`src/rtl/fetch_sequencer_pkg.sv`:
```
// Shared types and constants for the instruction-fetch sequencer.
package fetch_pkg;

    typedef enum logic [1:0] {
        BOOT_HI = 2'd0,
        BOOT_LO = 2'd1,
        FETCH   = 2'd2,
        IMM     = 2'd3
    } fetch_state_e;

    localparam logic [15:0] NOP_WORD = 16'h07F8;
    localparam int          DEST_LSB = 3;
    localparam int          DEST_MSB = 6;

    // NOP carrying the destination field of a two-word instruction, so forwarding sees it a cycle early.
    function automatic logic [15:0] bubble_with_dest(input logic [15:0] word);
        logic [15:0] res;
        res = NOP_WORD;
        res[DEST_MSB:DEST_LSB] = word[DEST_MSB:DEST_LSB];
        return res;
    endfunction

endpackage

```
`src/rtl/fetch_sequencer_if.sv`:
```
// Fetch-side bus: instruction memory read, hazard/branch requests and the IF/ID register outputs.
interface fetch_sequencer_if;

    logic [15:0] imem_word;
    logic        stall;
    logic        flush;
    logic [31:0] flush_target;
    logic [31:0] pc;
    logic [15:0] ir_instr;
    logic [15:0] ir_imm;
    logic        ir_valid;
    logic        bubble;
    logic        booting;

    modport master (
        input  imem_word, stall, flush, flush_target,
        output pc, ir_instr, ir_imm, ir_valid, bubble, booting
    );

    modport slave (
        output imem_word, stall, flush, flush_target,
        input  pc, ir_instr, ir_imm, ir_valid, bubble, booting
    );

endinterface

```
`src/rtl/fetch_sequencer_pc_reg.sv`:
```
// 32-bit program counter with load, hold and increment controls; increment wraps modulo 2^32.
module pc_reg #(
    parameter logic [31:0] RESET_VAL = 32'h0000_0000
) (
    input  logic        clk_i,
    input  logic        rst_ni,
    input  logic        load_i,
    input  logic [31:0] load_val_i,
    input  logic        inc_i,
    input  logic        hold_i,
    output logic [31:0] pc_o
);

    logic [31:0] pc_q;
    logic [31:0] pc_d;

    // Next PC: a load (redirect or boot) beats hold, hold beats increment.
    always_comb begin
        pc_d = pc_q;
        if (load_i) begin
            pc_d = load_val_i;
        end else if (hold_i) begin
            pc_d = pc_q;
        end else if (inc_i) begin
            pc_d = pc_q + 32'd1;
        end else begin
            pc_d = pc_q;
        end
    end

    // PC state register.
    always_ff @(posedge clk_i or negedge rst_ni) begin
        if (!rst_ni) begin
            pc_q <= RESET_VAL;
        end else begin
            pc_q <= pc_d;
        end
    end

    assign pc_o = pc_q;

endmodule

```
`src/rtl/fetch_sequencer.sv`:
```
// Instruction-fetch controller: boots the PC, splits two-word instructions and drives the IF/ID register.
module fetch_sequencer
    import fetch_pkg::*;
#(
    parameter int unsigned IMM_BIT  = 2,
    parameter bit          BOOT_EN  = 1'b1,
    parameter logic [31:0] RESET_PC = 32'h0000_0020
) (
    input  logic               clk,
    input  logic               rst,
    fetch_sequencer_if.master  bus
);

    localparam fetch_state_e STATE_RST = BOOT_EN ? BOOT_HI : FETCH;
    localparam logic [31:0]  PC_RST    = BOOT_EN ? 32'h0000_0000 : RESET_PC;

    fetch_state_e state_q, state_d;
    logic [15:0]  pc_hi_q, pc_hi_d;
    logic [15:0]  held_q, held_d;
    logic [15:0]  ir_instr_q, ir_instr_d;
    logic [15:0]  ir_imm_q, ir_imm_d;
    logic         ir_valid_q, ir_valid_d;
    logic         bubble_q, bubble_d;
    logic         booting_q, booting_d;

    logic         flush_s;
    logic         pc_load_s;
    logic [31:0]  pc_load_val_s;
    logic         pc_inc_s;
    logic         pc_hold_s;
    logic [31:0]  pc_s;

    pc_reg #(
        .RESET_VAL (PC_RST)
    ) u_pc_reg (
        .clk_i      (clk),
        .rst_ni     (rst),
        .load_i     (pc_load_s),
        .load_val_i (pc_load_val_s),
        .inc_i      (pc_inc_s),
        .hold_i     (pc_hold_s),
        .pc_o       (pc_s)
    );

    // Next-state and IF/ID register contents; redirects are not accepted while the boot vector loads.
    always_comb begin
        state_d       = state_q;
        pc_hi_d       = pc_hi_q;
        held_d        = held_q;
        ir_instr_d    = ir_instr_q;
        ir_imm_d      = ir_imm_q;
        ir_valid_d    = ir_valid_q;
        bubble_d      = bubble_q;
        booting_d     = booting_q;
        pc_load_s     = 1'b0;
        pc_load_val_s = 32'h0000_0000;
        pc_inc_s      = 1'b0;
        pc_hold_s     = 1'b0;
        flush_s       = bus.flush && ((state_q == FETCH) || (state_q == IMM));

        if (flush_s) begin
            pc_load_s     = 1'b1;
            pc_load_val_s = bus.flush_target;
            state_d       = FETCH;
            held_d        = 16'h0000;
            ir_instr_d    = NOP_WORD;
            ir_imm_d      = 16'h0000;
            ir_valid_d    = 1'b0;
            bubble_d      = 1'b1;
        end else if (bus.stall) begin
            pc_hold_s = 1'b1;
        end else begin
            case (state_q)
                BOOT_HI: begin
                    pc_hi_d       = bus.imem_word;
                    pc_load_s     = 1'b1;
                    pc_load_val_s = 32'h0000_0001;
                    state_d       = BOOT_LO;
                    ir_instr_d    = NOP_WORD;
                    ir_imm_d      = 16'h0000;
                    ir_valid_d    = 1'b0;
                    bubble_d      = 1'b1;
                    booting_d     = 1'b1;
                end
                BOOT_LO: begin
                    pc_load_s     = 1'b1;
                    pc_load_val_s = {pc_hi_q, bus.imem_word};
                    state_d       = FETCH;
                    ir_instr_d    = NOP_WORD;
                    ir_imm_d      = 16'h0000;
                    ir_valid_d    = 1'b0;
                    bubble_d      = 1'b1;
                    booting_d     = 1'b0;
                end
                FETCH: begin
                    pc_inc_s = 1'b1;
                    ir_imm_d = 16'h0000;
                    if (bus.imem_word[IMM_BIT]) begin
                        held_d     = bus.imem_word;
                        state_d    = IMM;
                        ir_instr_d = bubble_with_dest(bus.imem_word);
                        ir_valid_d = 1'b0;
                        bubble_d   = 1'b1;
                    end else begin
                        ir_instr_d = bus.imem_word;
                        ir_valid_d = 1'b1;
                        bubble_d   = 1'b0;
                    end
                end
                IMM: begin
                    // This word is the immediate, so its IMM_BIT is deliberately not examined.
                    pc_inc_s   = 1'b1;
                    state_d    = FETCH;
                    held_d     = 16'h0000;
                    ir_instr_d = held_q;
                    ir_imm_d   = bus.imem_word;
                    ir_valid_d = 1'b1;
                    bubble_d   = 1'b0;
                end
                default: begin
                    state_d    = STATE_RST;
                    held_d     = 16'h0000;
                    ir_instr_d = NOP_WORD;
                    ir_imm_d   = 16'h0000;
                    ir_valid_d = 1'b0;
                    bubble_d   = 1'b1;
                end
            endcase
        end
    end

    // FSM state, boot/held words and IF/ID output register.
    always_ff @(posedge clk or negedge rst) begin
        if (!rst) begin
            state_q    <= STATE_RST;
            pc_hi_q    <= 16'h0000;
            held_q     <= 16'h0000;
            ir_instr_q <= NOP_WORD;
            ir_imm_q   <= 16'h0000;
            ir_valid_q <= 1'b0;
            bubble_q   <= 1'b1;
            booting_q  <= BOOT_EN;
        end else begin
            state_q    <= state_d;
            pc_hi_q    <= pc_hi_d;
            held_q     <= held_d;
            ir_instr_q <= ir_instr_d;
            ir_imm_q   <= ir_imm_d;
            ir_valid_q <= ir_valid_d;
            bubble_q   <= bubble_d;
            booting_q  <= booting_d;
        end
    end

    assign bus.pc       = pc_s;
    assign bus.ir_instr = ir_instr_q;
    assign bus.ir_imm   = ir_imm_q;
    assign bus.ir_valid = ir_valid_q;
    assign bus.bubble   = bubble_q;
    assign bus.booting  = booting_q;

endmodule

```
`src/flat_wrapper.sv`:
```
// flat-port wrapper written by rule: the top's interface ports become plain ports
module fetch_sequencer_flat import fetch_pkg::*;
#(
    parameter int unsigned IMM_BIT  = 2,
    parameter bit          BOOT_EN  = 1'b1,
    parameter logic [31:0] RESET_PC = 32'h0000_0020
)
  (clk, rst, bus_imem_word, bus_stall, bus_flush, bus_flush_target, bus_pc, bus_ir_instr, bus_ir_imm, bus_ir_valid, bus_bubble, bus_booting);
  fetch_sequencer_if bus_i ();
  input  logic clk;
  input  logic rst;
  input wire logic [$bits(bus_i.imem_word)-1:0] bus_imem_word;
  input wire logic [$bits(bus_i.stall)-1:0] bus_stall;
  input wire logic [$bits(bus_i.flush)-1:0] bus_flush;
  input wire logic [$bits(bus_i.flush_target)-1:0] bus_flush_target;
  output wire logic [$bits(bus_i.pc)-1:0] bus_pc;
  output wire logic [$bits(bus_i.ir_instr)-1:0] bus_ir_instr;
  output wire logic [$bits(bus_i.ir_imm)-1:0] bus_ir_imm;
  output wire logic [$bits(bus_i.ir_valid)-1:0] bus_ir_valid;
  output wire logic [$bits(bus_i.bubble)-1:0] bus_bubble;
  output wire logic [$bits(bus_i.booting)-1:0] bus_booting;
  assign bus_i.imem_word = bus_imem_word;
  assign bus_i.stall = bus_stall;
  assign bus_i.flush = bus_flush;
  assign bus_i.flush_target = bus_flush_target;
  assign bus_pc = bus_i.pc;
  assign bus_ir_instr = bus_i.ir_instr;
  assign bus_ir_imm = bus_i.ir_imm;
  assign bus_ir_valid = bus_i.ir_valid;
  assign bus_bubble = bus_i.bubble;
  assign bus_booting = bus_i.booting;
  fetch_sequencer #(.IMM_BIT(IMM_BIT), .BOOT_EN(BOOT_EN), .RESET_PC(RESET_PC)) u_core (.clk(clk), .rst(rst), .bus(bus_i));
endmodule
```
`config.mk`:
```
export PLATFORM = sky130hd
export DESIGN_NAME = fetch_sequencer_flat
export DESIGN_NICKNAME = d
export VERILOG_FILES = /design/src/rtl/fetch_sequencer_pkg.sv /design/src/rtl/fetch_sequencer_if.sv /design/src/rtl/fetch_sequencer_pc_reg.sv /design/src/rtl/fetch_sequencer.sv /design/src/flat_wrapper.sv
export SDC_FILE = /design/constraint.sdc
export NUM_CORES = 1
export LEC_CHECK = 0
export ABC_AREA = 1
export CAP_MARGIN = 20
export CORE_UTILIZATION = 57
export DETAILED_ROUTE_END_ITERATION = 12
export PLACE_DENSITY = 0.87
export SLEW_MARGIN = 0
export SYNTH_ARGS = -nofsm -noshare
export SYNTH_HDL_FRONTEND = slang
export SYNTH_HIERARCHICAL = 1
export SYNTH_SLANG_ARGS = --single-unit
```
`constraint.sdc`:
```
create_clock -name clk -period 5.2 [get_ports clk]
set_input_delay 1.04 -clock clk [delete_from_list [all_inputs] [get_ports clk]]
set_output_delay 1.04 -clock clk [all_outputs]
set_load 0.03 [all_outputs]
```
Word-level counts from Yosys, hierarchy flattened
Cells that the tools add are included.
{"block": "totals", "inputBits": 52, "word_cells": 71, "output_inout_bits": 67, "ff_bits": 101}
{"block": "classes", "eq_ne": 6, "reduce_logical": 15, "bitwise": 2, "addsub": 1, "n_mux": 38}
{"cell": "32-bit two-way mux", "count": 5}
{"cell": "16-bit two-way mux", "count": 8}
{"cell": "16-bit case mux with 2 select lines", "count": 2}
{"cell": "32-bit case mux with 2 select lines", "count": 1}
{"cell": "16-bit case mux with 3 select lines", "count": 1}
{"cell": "32-bit by 1-bit adder with 32-bit output (second input constant)", "count": 1}
{"cell": "1-bit two-way mux", "count": 14}
{"cell": "3-bit AND reduction", "count": 3}
{"cell": "2-bit two-way mux", "count": 3}
{"cell": "1-bit case mux with 3 select lines", "count": 2}
{"cell": "2-bit case mux with 3 select lines", "count": 1}
{"cell": "2-bit OR reduction", "count": 3}
{"cell": "2-bit == test (second input constant)", "count": 2}
{"cell": "2-bit by 1-bit != test with 1-bit output (second input constant)", "count": 2}
{"cell": "2-bit AND reduction", "count": 2}
{"cell": "2-bit nonzero test", "count": 2}
{"cell": "3-bit by 2-bit != test with 1-bit output (second input constant)", "count": 1}
{"cell": "3-bit nonzero test", "count": 1}
{"cell": "3-bit OR reduction", "count": 1}
{"cell": "2-bit by 1-bit == test with 1-bit output (second input constant)", "count": 1}
{"cell": "2-bit zero test", "count": 1}
{"cell": "1-bit inverter", "count": 2}
{"cell": "1-bit case mux with 2 select lines", "count": 1}
{"cell": "1-bit logical AND", "count": 1}
{"cell": "1-bit logical OR", "count": 1}

Depth between registers and ports, before layout
Gate-level depths: netlist (run 1).
{"block": "depth", "depth_word": 8, "depth_mapped": 12, "depth_no_buf": 11}

Modules after synthesis
Netlist (run 1), hierarchy kept.
{"module": "fetch_sequencer", "cells_per_inst": 451, "n_inst": 1, "area_per_inst_um2": 3623.5, "seq_area_each_um2": 1739.2}
{"module": "pc_reg", "cells_per_inst": 375, "n_inst": 1, "area_per_inst_um2": 2387.3, "seq_area_each_um2": 800.8}

Least setup slack after synthesis (run 1)
OpenSTA, ideal clock, no wires.
{"block": "synth_timing", "path_kind": "input-to-reg", "start": "input port bus_stall", "end": "register u_core.u_pc_reg.pc_q[6], in the netlist u_core/u_pc_reg/pc_o[6]", "arrival_time_ns": 2.234, "path_buffers": 1, "setup_ns": 0.121, "path_stages": 11, "t_required_ns": 5.079, "slack_ns": 2.845, "path_cell_list": "inv_2 -> nand2_2 -> nor2_4 -> inv_1 -> o21ai_2 -> inv_2 -> buf_2 -> nand2_1 -> o211ai_1 -> o21ai_1 -> nand2_1"}
{"block": "synth_via", "elab_chain_len": 4, "word_cells_on_any_way": 12, "cone_classes": "eq/ne (1); mux (9); reduce/logical (2)"}
{"element": "from (decl)", "line_no": "flat_wrapper.sv:13", "rtl": "input wire logic [$bits(bus_i.stall)-1:0] bus_stall;"}
{"element": "1-bit two-way mux", "line_no": "fetch_sequencer.sv:70", "rtl": "end else if (bus.stall) begin"}
{"element": "1-bit two-way mux", "line_no": "fetch_sequencer.sv:61", "rtl": "if (flush_s) begin"}
{"element": "net u_core.pc_inc_s", "line_no": "fetch_sequencer.sv:29", "rtl": "logic pc_inc_s;"}
{"element": "2-bit nonzero test (no source line)"}
{"element": "2-bit AND reduction (no source line)"}
{"element": "to (signal assigned)", "line_no": "fetch_sequencer_pc_reg.sv:36", "rtl": "pc_q <= pc_d;"}
{"element": "to (decl)", "line_no": "fetch_sequencer_pc_reg.sv:14", "rtl": "logic [31:0] pc_q;"}
The timed path passes the listed nets, and every way through them passes these cells.
A chain may end at the register's enable or synchronous reset.

Final worst setup path (run 1)
Same ends and word-level chain as after synthesis.

==> reports/results.env, run 1 <==
DIE_W_UM=105
POST_ROUTE_CELLS_DRIVE_ABOVE_1_SHARE=0.0987
TRITONCTS.NUM_BUFFERS=9
GR-USAGE-ALL-LAYERS=0.316
FP.DIEAREA_UM2=11000
MIN_DELAY_WORST_ENDPOINT='u_core/held_q[3]'
POST_SYNTH_NUM_CELL_TYPES=38
REGTOREGSETUPSLACK_NS=2.26
DIE_Y_UM=105
LAYOUT.CELL_AREA.NON_FILLER_UM2=7430
GR-USAGE-MET2=0.505
FINAL-SETUP-VIOL-COUNT=0
TIMING.HOLD.WORST.START='u_core/held_q[3]'
WORST_R2R_PATH_DEPTH=9
POSTSYNTH.ASYNCRESETSHARE=1.00
CLOCK_SINK_COUNT=101
CTS.REPAIR_TIMING.SETUP_BUFFER_COUNT=0
CP_TOP_FAMILY='buffers and inverters'
YS_WARN_COUNT=6
ACHIEVABLE-FREQUENCY_GHz=0.278
REPORT.FINAL.SLEW_VIOL_COUNT=0
NUMBER_OF_ENABLE_FLIP_FLOP_CELLS_AFTER_SYNTHESIS=0
NUMPORTBUFFERS=118
SLEW_HEADROOM=0.415
VIASPERCELL=5.50
RSZ0062_AT_GRT='no'
GLOBAL_ROUTING_USAGE_ON_MET1=0.422
GRT_START_MAX_NET_PINS=72
CRITPATHLAUNCH='bus_stall'
CTS_HOLD_BUFFERS=0
POST-ROUTE-MIN-PERIOD_NS=3.60
DRT-WIRELENGTH-PER-CELL_UM=15.7
LEAKAGE_POWER_uW=0.00351
DRTPASS1ITERATIONS=5
START_UTIL=0.585
CRITPATHSLOWESTCELL='clkdlybuf4s50_1'
FIN_NETS=980
FINALCRITPERIODSHARE=0.693
LAYOUT.FILLER_CELLS=817
CRITICAL_PATH_REQUIRED_NS=5.46
SETUP_TNS_NS=0
YOSYS.CELL_COUNT.TOP_TYPE='nand2_1'
CTS.CLK_SLEW.WORST_PATHS_NS=0.11
TRITONCTS='done'
FINALHOLDVIOLATIONS=0
HTREE_LEVELS=3
GLOBALROUTEOVERFLOWTOTAL=0
FLIP_FLOP_AND_LATCH_COUNT_AFTER_SYNTHESIS=101
MAPPEDNETLISTNETS=879
VDD_DROP_MAX_V=0.000175
CRIT_PATH_MAX_INCR_DELAY_NS=0.55
DOMINANTREGCELLSYNTH='dfrtp_1'
TIMING_WORST_SETUP_PATH_TYPE='in -> reg'
FINCLKSKEW_NS=0.0152
NUM_IO_PINS=119
SYN-INSTANCE-COUNT=826
OUTCOME='finished clean'
NUMBER_OF_GLOBAL_ROUTE_VIAS_BEFORE_REPAIR=5417
WORSTPATHCELLLIST='clkdlybuf4s50_1 -> inv_2 -> nand2_2 -> nor2_4 -> inv_1 -> o21ai_2 -> inv_2 -> nand2_1 -> o211ai_1 -> o21ai_1 -> nand2_1'
MAXCAP_VIOLATIONS=0
FINALWEIGHTEDCONGESTION=0.882
POWER_DENSITY_nW_PER_UM2=256
POST_SYNTH.CELL_AREA_AVG_UM2=7.28
INSERTEDDIODECOUNT=0
CORE_REGION_UM2=10300
REG2REG_TO='u_core/u_pc_reg/pc_o[6]'
WORST_PIN_SLEW_NS=0.877
ROWS=37
DETAILEDROUTE.FIRSTITERATIONVIOLATIONS=529
POST_SYNTH_INSTANCE_AREA_UM2=6010
CRITICAL_PATH.N_BUFFERS_INVERTERS=4
BUSIEST_LAYER='met2'
ROUTED-VIA-COUNT=5875
REG2REG_START='u_core/state_q[1]'
SYNTH_LARGEST_AREA_CELL='dfrtp_1'
CRIT_PATH_START_KIND='input pin'
CLK_ROOT_BUF='clkbuf_8'
FIN_WORST_HOLD_SLACK_NS=0.481
BUFS_ON_LONGEST_CLOCK_PATH=2
NETLIST.AREA_LEADER.SHARE=0.379
CLOCK_LATENCY_NS=0.37
PLACEMENT.CELL_AREA_UM2=7190
CP-END-KIND='register'
WORSTHOLDPATHCELLS=2
SEQ_AREA_FRAC_SYNTH=0.423
GRT_UTIL_MET3=0.0605
GRT_FIRST_PASS_WIRELENGTH_UM=27100
CP.ARRIVAL_NS=3.86
DP.FINAL_HPWL_UM=12100
ROUTE.DETAILED.DRC=0
TOTAL_WIRE_LENGTH_AFTER_DETAILED_ROUTING_UM=16800
HP-CLASS='reg -> reg'
CRITPATHMAXFANOUT=18
ANTENNA_LEFT=0
SYNTH_TOP_CELLS_BY_COUNT='nand2_1 (323), dfrtp_1 (91), nand3_1 (83)'
SYNTHTOLAYOUTAREAGROWTH_PCT=23.6
CTS_RESIZED=0
GRT_ANTENNA_BEFORE_REPAIR=0
SYNTH.TOP_CELLS.BY_AREA='dfrtp_1 (38%), nand2_1 (20%), nand3_1 (6.9%)'
-- worst min-delay path, delay by kind of cell (launching register included) --
family | cells | cell delay (ns)
flip-flops | 1 | 0.35
AND/OR/NAND/NOR | 2 | 0.10
-- layer usage --
metal  up-vias  routed length (um)
met1      2738                7000
met2       275                8010
met4         0                 518
met5         -                   0
li1       2825                   -
met3        37                1220
-- layout by cell type, fill, tap and decap left out, types with 2 or more instances in the layout --
master / count
and2_1: 2
buf_4: 4
a21oi_1: 12
a22o_1: 4
dfstp_2: 10
nor2_1: 64
inv_2: 6
clkinv_1: 2
bufinv_16: 2
nand2_1: 323
o21ai_0: 41
o21ai_2: 2
o211ai_1: 4
xor2_1: 9
nand3_1: 83
nand2_2: 17
clkinvlp_4: 2
inv_1: 63
dfrtp_1: 91
nor2_2: 4
or2_2: 4
o31ai_1: 16
clkdlybuf4s50_1: 117
o31ai_2: 10
nand2_4: 3
nor2_4: 11
clkbuf_8: 10
o21bai_1: 3
nand2_8: 2
-- flip-flops by register name, indices dropped and copies added, names as in the netlist --
| signal | flops |
|---|---|
| u_core/bus.booting | 1 |
| u_core/pc_hi_q | 16 |
| u_core/bus.bubble | 1 |
| u_core/bus.ir_valid | 1 |
| u_core/bus.ir_instr | 16 |
| u_core/held_q | 16 |
| u_core/bus.ir_imm | 16 |
| u_core/u_pc_reg/pc_o | 32 |
| u_core/state_q | 2 |
-- kinds of logic (layout without fill, tap and decap cells) --
family	count (synthesis)	count (layout)	synth area share
AND/OR/NAND/NOR	515	515	0.376
XOR/XNOR	9	9	0.0131
adder cells (fa/ha/maj)	1	1	0.00208
buffers and inverters	104	210	0.0785
AO/OA/AOI/OAI	96	96	0.108
flip-flops	101	101	0.423
-- cell type report --
type / instances / area, um2 / share of cell area
Multi-Input combinational cell: 621 / 3000 / 0.404
Sequential cell: 101 / 2540 / 0.342
Timing Repair Buffer: 122 / 1220 / 0.164
Inverter: 72 / 273 / 0.0367
Tap cell: 136 / 170 / 0.0229
Clock buffer: 11 / 141 / 0.0190
Clock inverter: 5 / 83.8 / 0.0113
-- how the worst max path moves through the flow --
| stage | endpoint | depth (start not counted) | slack [ns] |
|---|---|---|---|
| floorplan | u_core/u_pc_reg/pc_o[6] | 11 | 2.84 |
| global placement | u_core/u_pc_reg/pc_o[9] | 10 | 1.34 |
| detailed placement | u_core/u_pc_reg/pc_o[6] | 11 | 1.25 |
| CTS | u_core/u_pc_reg/pc_o[6] | 11 | 1.63 |
| global route | u_core/u_pc_reg/pc_o[6] | 11 | 1.41 |
| finish | u_core/u_pc_reg/pc_o[6] | 11 | 1.60 |
-- stage by stage --
step / total power, uW / instances / worst slack [ns] / utilization
6_report: 1900 / 1068 / 1.60 / 0.723
5_1_grt: 1990 / 1068 / 1.41 / 0.723
2_1_floorplan: 1160 / 826 / 2.84 / -
4_1_cts: 1910 / 1067 / 1.63 / 0.721
3_5_place_dp: 1350 / 1051 / 1.25 / 0.699
3_3_place_gp: 1340 / 1051 / 1.34 / 0.699
-- where the power goes --
part	total, uW	internal [uW]	switching [uW]
Combinational	440	167	273
Clock	565	286	279
Sequential	898	840	57.8
Total	1900	1290	610
(Power assumes the default switching activity.)
==> inputs of run 2 (changes only) <==
--- a/config.mk
+++ b/config.mk
@@ -7,9 +7,9 @@
 export LEC_CHECK = 0
 export ABC_AREA = 1
 export CAP_MARGIN = 20
-export CORE_UTILIZATION = 57
+export CORE_UTILIZATION = 53
 export DETAILED_ROUTE_END_ITERATION = 12
-export PLACE_DENSITY = 0.87
+export PLACE_DENSITY = 0.82
 export SLEW_MARGIN = 0
 export SYNTH_ARGS = -nofsm -noshare
 export SYNTH_HDL_FRONTEND = slang
==> constraint.sdc (replaced) <==
create_clock -name clk -period 3.4 [get_ports clk]
set_input_delay 0.68 -clock clk [delete_from_list [all_inputs] [get_ports clk]]
set_output_delay 0.68 -clock clk [all_outputs]
set_load 0.03 [all_outputs]
==> reports/results.env, run 2 (synthesis gave the netlist of run 1 again) <==
MAX_REG_FLOPS=32  # unchanged
DRTPASS1ITERATIONS=5  # unchanged
REPORT.FINAL.SLEW_VIOL_COUNT=0  # unchanged
NUMBER_OF_GLOBAL_ROUTE_VIAS_BEFORE_REPAIR=5350  # was 5417
LAYOUT_COMMON_CELLS='nand2_1 (323), clkdlybuf4s50_1 (117), dfrtp_1 (91), nand3_1 (83), nor2_1 (64)'  # unchanged
CP.DEPTH=11  # unchanged
RSZ0062_AT_GRT='no'  # unchanged
CRITPATHMAXFANOUT=23  # was 18
CRITPATHSLOWESTCELL='clkdlybuf4s50_1'  # unchanged
BUSIEST_LAYER='met2'  # unchanged
GRT_UTIL_MET3=0.0476  # was 0.0605
GRT_START_MAX_NET_PINS=60  # was 72
FIN_NETS=986  # was 980
DIE_W_UM=108  # was 105 um
SLEW_HEADROOM=0.439  # was 0.415
GLOBAL_ROUTING_USAGE_ON_MET1=0.383  # was 0.422
VIASPERCELL=5.37  # was 5.50
TRITONCTS.NUM_BUFFERS=9  # unchanged
ACHIEVABLE-FREQUENCY_GHz=0.365
CTS.REPAIR_TIMING.SETUP_BUFFER_COUNT=0  # unchanged
MAXCAP_VIOLATIONS=0  # unchanged
CORE_REGION_UM2=10900  # was 10300 um2
CLOCK_SINK_COUNT=101  # unchanged
ROWS=38  # was 37
FIN_WORST_HOLD_SLACK_NS=0.411  # was 0.481 ns
PLACEDCELLCOUNT=1062  # was 1051
BUFS_ON_LONGEST_CLOCK_PATH=2  # unchanged
CRIT_PATH_MAX_INCR_DELAY_NS=0.57  # was 0.55 ns
DIE_Y_UM=108  # was 105 um
DRT-WIRELENGTH-PER-CELL_UM=15.7  # about the same
GR-USAGE-MET2=0.509  # was 0.505
FINAL-SETUP-VIOL-COUNT=0  # unchanged
CRITICAL_PATH.N_BUFFERS_INVERTERS=5  # was 4
DETAILEDROUTE.FIRSTITERATIONVIOLATIONS=350  # was 529
CRIT_PATH_START_KIND='input pin'  # unchanged
ROUTE.DETAILED.DRC=0  # unchanged
FINALCRITPERIODSHARE=0.805
CTS_HOLD_BUFFERS=0  # unchanged
WORST_R2R_PATH_DEPTH=10  # was 9
SETUP_TNS_NS=0  # unchanged
SYNTHTOLAYOUTAREAGROWTH_PCT=25.9  # was 23.6%
CP_TOP_FAMILY='buffers and inverters'  # unchanged
GRT_FIRST_PASS_WIRELENGTH_UM=26800  # was 27100 um
FINALWEIGHTEDCONGESTION=0.869  # was 0.882
TIMING_WORST_SETUP_PATH_TYPE='in -> reg'  # unchanged
GLOBALROUTEOVERFLOWTOTAL=0  # unchanged
MOST_COMMON_CELL_AFTER_LAYOUT_FILL_AND_TAPS_ASIDE='nand2_1'  # unchanged
NUMPORTBUFFERS=118  # unchanged
POST-ROUTE-MIN-PERIOD_NS=2.74
INSERTEDDIODECOUNT=0  # unchanged
DP.FINAL_HPWL_UM=12100  # about the same
POWER_DENSITY_nW_PER_UM2=410  # was 256 nW/um2
CP.ARRIVAL_NS=3.03  # was 3.86 ns
GRT_ANTENNA_BEFORE_REPAIR=0  # unchanged
GR-USAGE-ALL-LAYERS=0.299  # was 0.316
CP-END-KIND='register'  # unchanged
VDD_DROP_MAX_V=0.000268  # was 0.000175 V
FINALHOLDVIOLATIONS=0  # unchanged
OUTCOME='finished clean'  # unchanged
CLOCK_LATENCY_NS=0.35  # was 0.37 ns
TRITONCTS='done'  # unchanged
START_UTIL=0.550  # was 0.585
ROUTED-VIA-COUNT=5789  # was 5875
WORSTPATHCELLLIST='clkdlybuf4s50_1 -> inv_2 -> nand2_2 -> nor2_4 -> inv_1 -> nor2_2 -> nand2_1 -> inv_2 -> buf_4 -> nand3_1 -> nand2_1'  # was clkdlybuf4s50_1 -> inv_2 -> nand2_2 -> nor2_4 -> inv_1 -> o21ai_2 -> inv_2 -> nand2_1 -> o211ai_1 -> o21ai_1 -> nand2_1
POST_ROUTE_CELLS_DRIVE_ABOVE_1_SHARE=0.106  # was 0.0987
CTS_RESIZED=0  # unchanged
STDCELL_COUNT=1078  # was 1068
CLK_ROOT_BUF='clkbuf_16'  # was clkbuf_8
ANTENNA_LEFT=0  # unchanged
NUM_IO_PINS=119  # unchanged
LEAKAGE_POWER_uW=0.00359  # was 0.00351 uW
CTS.CLK_SLEW.WORST_PATHS_NS=0.08  # was 0.11 ns
CRITICAL_PATH_REQUIRED_NS=3.69  # was 5.46 ns
HTREE_LEVELS=3  # unchanged
FINCLKSKEW_NS=0.0117  # was 0.0152 ns
TOTAL_WIRE_LENGTH_AFTER_DETAILED_ROUTING_UM=16900  # was 16800 um
LAYOUT.FILLER_CELLS=907  # was 817
FP.DIEAREA_UM2=11800  # was 11000 um2
WORST_PIN_SLEW_NS=0.839  # was 0.877 ns
HP-CLASS='in -> async'  # was reg -> reg
run 2: changes by cell type in the layout (fill, tap and decap cells not counted), moves of 2 or more:
cell / before / now
clkbuf_8: 10 / 0
clkinv_8: 0 / 2
clkbuf_16: 0 / 9
clkinvlp_4: 2 / 0
buf_4: 4 / 10
bufinv_16: 2 / 0
inv_8: 0 / 3
run 2: layout make-up:
| type | count | area, um2 | area share |
|---|---|---|---|
| Sequential cell | 101 | 2540 | 0.336 |
| Timing Repair Buffer | 128 | 1270 | 0.167 |
| Tap cell | 140 | 175 | 0.0232 |
| Inverter | 72 | 273 | 0.0361 |
| Multi-Input combinational cell | 621 | 3000 | 0.397 |
| Clock inverter | 7 | 83.8 | 0.0111 |
| Clock buffer | 9 | 225 | 0.0298 |
run 2: where the power goes:
group          internal (uW)  leakage, uW  switching [uW]
clock                    529     0.000151             520
combinational            261      0.00212             420
sequential              1290      0.00132            88.1
total                   2080      0.00359            1030
run 2: layer usage:
metal  up-vias  wire length, um
met1      2677             7170
met3        40             1050
met4         0              531
met5         -                0
met2       235             8180
li1       2837                -
run 2: final timing paths:
path	end	slack [ns]	startpoint
worst max-delay path	u_core/u_pc_reg/pc_o[29]	0.66	bus_stall
worst min-delay path	u_core/u_pc_reg/pc_o[2]	0.41	rst
worst max register to register	u_core/u_pc_reg/pc_o[29]	1.12	u_core/state_q[1]
worst min register to register	u_core/pc_hi_q[1]	0.48	u_core/pc_hi_q[1]
max in group asynchronous	u_core/bus.ir_instr[4]	2.23	rst
min in group clk	u_core/pc_hi_q[1]	0.48	u_core/pc_hi_q[1]
run 2: through the flow:
step	worst slack (ns)	power, uW	area (um2)	utilization
2_1_floorplan	1.40	1780	6010	-
3_3_place_gp	0.459	2060	7260	0.664
3_5_place_dp	0.371	2070	7260	0.664
4_1_cts	0.713	3120	7570	0.692
5_1_grt	0.515	3220	7570	0.692
6_report	0.662	3100	7570	0.692
run 2: worst reg2reg max path: stages (launching register included):
cell and delay [ns]:
dfrtp_1 0.56, nand2_2 0.26, nand2_2 0.11, nor2_4 0.24, inv_1 0.13, nor2_2 0.20, nand2_1 0.16, inv_2 0.09
buf_4 0.26, nand3_1 0.15, nand2_1 0.08
==> inputs of run 3 (changes only) <==
==> constraint.sdc (replaced) <==
create_clock -name clk -period 2.6 [get_ports clk]
set_input_delay 0.52 -clock clk [delete_from_list [all_inputs] [get_ports clk]]
set_output_delay 0.52 -clock clk [all_outputs]
set_load 0.03 [all_outputs]
==> reports/results.env, run 3 (synthesis gave the netlist of run 1 again) <==
TRITONCTS.NUM_BUFFERS=9  # unchanged
CTS_RESIZED=0  # unchanged
ROUTED-VIA-COUNT=5912  # was 5789
CLOCK_LATENCY_NS=0.35  # about the same
INSERTEDDIODECOUNT=0  # unchanged
GR-USAGE-ALL-LAYERS=0.305  # was 0.299
SWSHARE=0.331  # about the same
POWER_DENSITY_nW_PER_UM2=532  # was 410 nW/um2
GRT_FIRST_PASS_WIRELENGTH_UM=27200  # was 26800 um
REG2REG_TO='u_core/u_pc_reg/pc_o[18]'  # was u_core/u_pc_reg/pc_o[29]
MOST_COMMON_CELL_AFTER_LAYOUT_FILL_AND_TAPS_ASIDE='nand2_1'  # unchanged
MAXCAP_VIOLATIONS=0  # unchanged
FIN_NETS=994  # was 986
CLOCK_SINK_COUNT=101  # unchanged
SETUP_TNS_NS=0  # unchanged
CLOCK_POWER_SHARE=0.335  # was 0.338
CP.ARRIVAL_NS=2.51  # was 3.03 ns
POWER.INTERNAL_uW=2710  # was 2080 uW
MAX_REG_FLOPS=32  # unchanged
FP.DIEAREA_UM2=11800  # unchanged
REG2REG_START='u_core/state_q[1]'  # unchanged
FINAL-SETUP-VIOL-COUNT=0  # unchanged
CRITICAL_PATH.N_BUFFERS_INVERTERS=3  # was 5
SYNTHTOLAYOUTAREAGROWTH_PCT=27.0  # was 25.9%
CP-END-KIND='register'  # unchanged
RSZ0062_AT_GRT='no'  # unchanged
CP_TOP_FAMILY='simple AND/OR/NAND/NOR gates'  # was buffers and inverters
FINALHOLDVIOLATIONS=0  # unchanged
CLK_ROOT_BUF='clkbuf_16'  # unchanged
SLEW_HEADROOM=0.602  # was 0.439
CRIT_TOP_CELL='nand2_1'
FF_LATCH_AREA_UM2=2540  # unchanged
GLOBALROUTEOVERFLOWTOTAL=0  # unchanged
POST_ROUTE_CELLS_DRIVE_ABOVE_1_SHARE=0.113  # was 0.106
ANTENNA_LEFT=0  # unchanged
SHARE_COMB_OF_TOTAL_POWER=0.223  # was 0.219
POST-ROUTE-MIN-PERIOD_NS=2.22
CRIT_PATH_START_KIND='register'  # was input pin
DIE_W_UM=108  # unchanged
HTREE_LEVELS=3  # unchanged
CTS.CLK_SLEW.WORST_PATHS_NS=0.08  # about the same
GRT_START_MAX_NET_PINS=46  # was 60
VIASPERCELL=5.44  # was 5.37
AREA_OF_THE_MULTI_INPUT_GATES_UM2=3000  # unchanged
CRITICAL_PATH_REQUIRED_NS=2.88  # was 3.69 ns
ACHIEVABLE-FREQUENCY_GHz=0.450
DETAILEDROUTE.FIRSTITERATIONVIOLATIONS=452  # was 350
FINCLKSKEW_NS=0.0123  # was 0.0117 ns
CRIT_PATH_MAX_INCR_DELAY_NS=0.66  # was 0.57 ns
CTS_HOLD_BUFFERS=0  # unchanged
GRT_ANTENNA_BEFORE_REPAIR=0  # unchanged
CRITPATHSLOWESTCELL='dfrtp_1'  # was clkdlybuf4s50_1
START_UTIL=0.550  # unchanged
NUMPORTBUFFERS=118  # unchanged
OUTCOME='finished clean'  # unchanged
VDD_DROP_MAX_V=0.000296  # was 0.000268 V
ROUTE.DETAILED.DRC=0  # unchanged
CTS.REPAIR_TIMING.SETUP_BUFFER_COUNT=0  # unchanged
DIE_Y_UM=108  # unchanged
NUM_IO_PINS=119  # unchanged
FINALWEIGHTEDCONGESTION=0.905  # was 0.869
CORE_REGION_UM2=10900  # unchanged
FINALCRITPERIODSHARE=0.855
FIN_WORST_HOLD_SLACK_NS=0.136  # was 0.411 ns
DRTPASS1ITERATIONS=5  # unchanged
POWER.SHARE.SEQUENTIAL=0.442  # was 0.443
TRITONCTS='done'  # unchanged
WORST_R2R_PATH_DEPTH=9  # was 10
WORST_PIN_SLEW_NS=0.595  # was 0.839 ns
HP-CLASS='in -> async'  # unchanged
DRT-WIRELENGTH-PER-CELL_UM=15.7  # about the same
TIMING_WORST_SETUP_PATH_TYPE='reg -> reg'  # was in -> reg
TOTAL_WIRE_LENGTH_AFTER_DETAILED_ROUTING_UM=17100  # was 16900 um
REGTOREGSETUPSLACK_NS=0.38  # was 1.12 ns
ROWS=38  # unchanged
REPORT.FINAL.SLEW_VIOL_COUNT=0  # unchanged
DP.FINAL_HPWL_UM=12400  # was 12100 um
LAYOUT.FILLER_CELLS=919  # was 907
NUMBER_OF_GLOBAL_ROUTE_VIAS_BEFORE_REPAIR=5502  # was 5350
LEAKAGE_POWER_uW=0.00362  # was 0.00359 uW
CRITPATHMAXFANOUT=13  # was 23
LAYOUT_COMMON_CELLS='nand2_1 (323), clkdlybuf4s50_1 (117), dfrtp_1 (91), nand3_1 (83), nor2_1 (64)'  # unchanged
NET-SWITCHING-POWER_uW=1340  # was 1030 uW
BUFS_ON_LONGEST_CLOCK_PATH=2  # unchanged
WORSTPATHCELLLIST='nand2_2 -> nand2_1 -> inv_2 -> nor2_2 -> nand2_1 -> inv_2 -> buf_12 -> nand3_1 -> nand2_1'  # was clkdlybuf4s50_1 -> inv_2 -> nand2_2 -> nor2_4 -> inv_1 -> nor2_2 -> nand2_1 -> inv_2 -> buf_4 -> nand3_1 -> nand2_1
==> run 3: power groups by stage <==
stage | Combinational (uW) | Clock [uW] | Sequential, uW
2_1_floorplan | 381 | 0 | 1950
3_3_place_gp | 886 | 0 | 1820
3_5_place_dp | 897 | 0 | 1820
4_1_cts | 903 | 1380 | 1790
5_1_grt | 978 | 1430 | 1810
6_report | 904 | 1360 | 1790
==> run 3: metal layers <==
metal | wire (um) | GRT usage | part of all wire | up-vias
met5 | 0 | 0 | 0 | -
met4 | 820 | 0.155 | 0.048 | 0
met3 | 1150 | 0.0567 | 0.067 | 58
met2 | 8060 | 0.493 | 0.47 | 270
met1 | 7050 | 0.391 | 0.41 | 2735
li1 | - | - | - | 2849
==> run 3: area by class of cell <==
class / instances / share of cell area
clock inverter: 7 / 0.0102
clock buffer: 9 / 0.0295
inverter: 72 / 0.0357
multi-input combinational: 621 / 0.393
sequential: 101 / 0.333
tap: 140 / 0.0230
timing repair buffer: 136 / 0.175
==> run 3: worst max path at each step <==
stage | endpoint | depth (start not counted) | startpoint
after floorplan | u_core/u_pc_reg/pc_o[6] | 11 | bus_stall
after global placement | u_core/u_pc_reg/pc_o[6] | 11 | bus_flush
after detailed placement | u_core/u_pc_reg/pc_o[6] | 12 | bus_flush
after CTS | u_core/u_pc_reg/pc_o[6] | 10 | u_core/state_q[1]
after global routing | u_core/u_pc_reg/pc_o[6] | 10 | u_core/state_q[1]
final | u_core/u_pc_reg/pc_o[18] | 9 | u_core/state_q[1]
==> run 3: stage by stage <==
step	area (um2)	total power, uW	std cells	worst slack (ns)	util
floorplan	6010	2330	826	0.765	-
global placement	7330	2710	1070	0.131	0.670
detailed placement	7330	2720	1070	0.0865	0.670
CTS	7630	4070	1086	0.390	0.698
global route	7630	4220	1086	0.176	0.698
finish	7630	4060	1086	0.376	0.698
==> run 3: worst reg2reg max path, stage by stage, from the launching register on <==
cell     delay, ns
dfrtp_1       0.66
nand2_2       0.21
nand2_1       0.15
inv_2         0.07
nor2_2        0.25
nand2_1       0.18
inv_2         0.28
buf_12        0.18
nand3_1       0.10
nand2_1       0.08
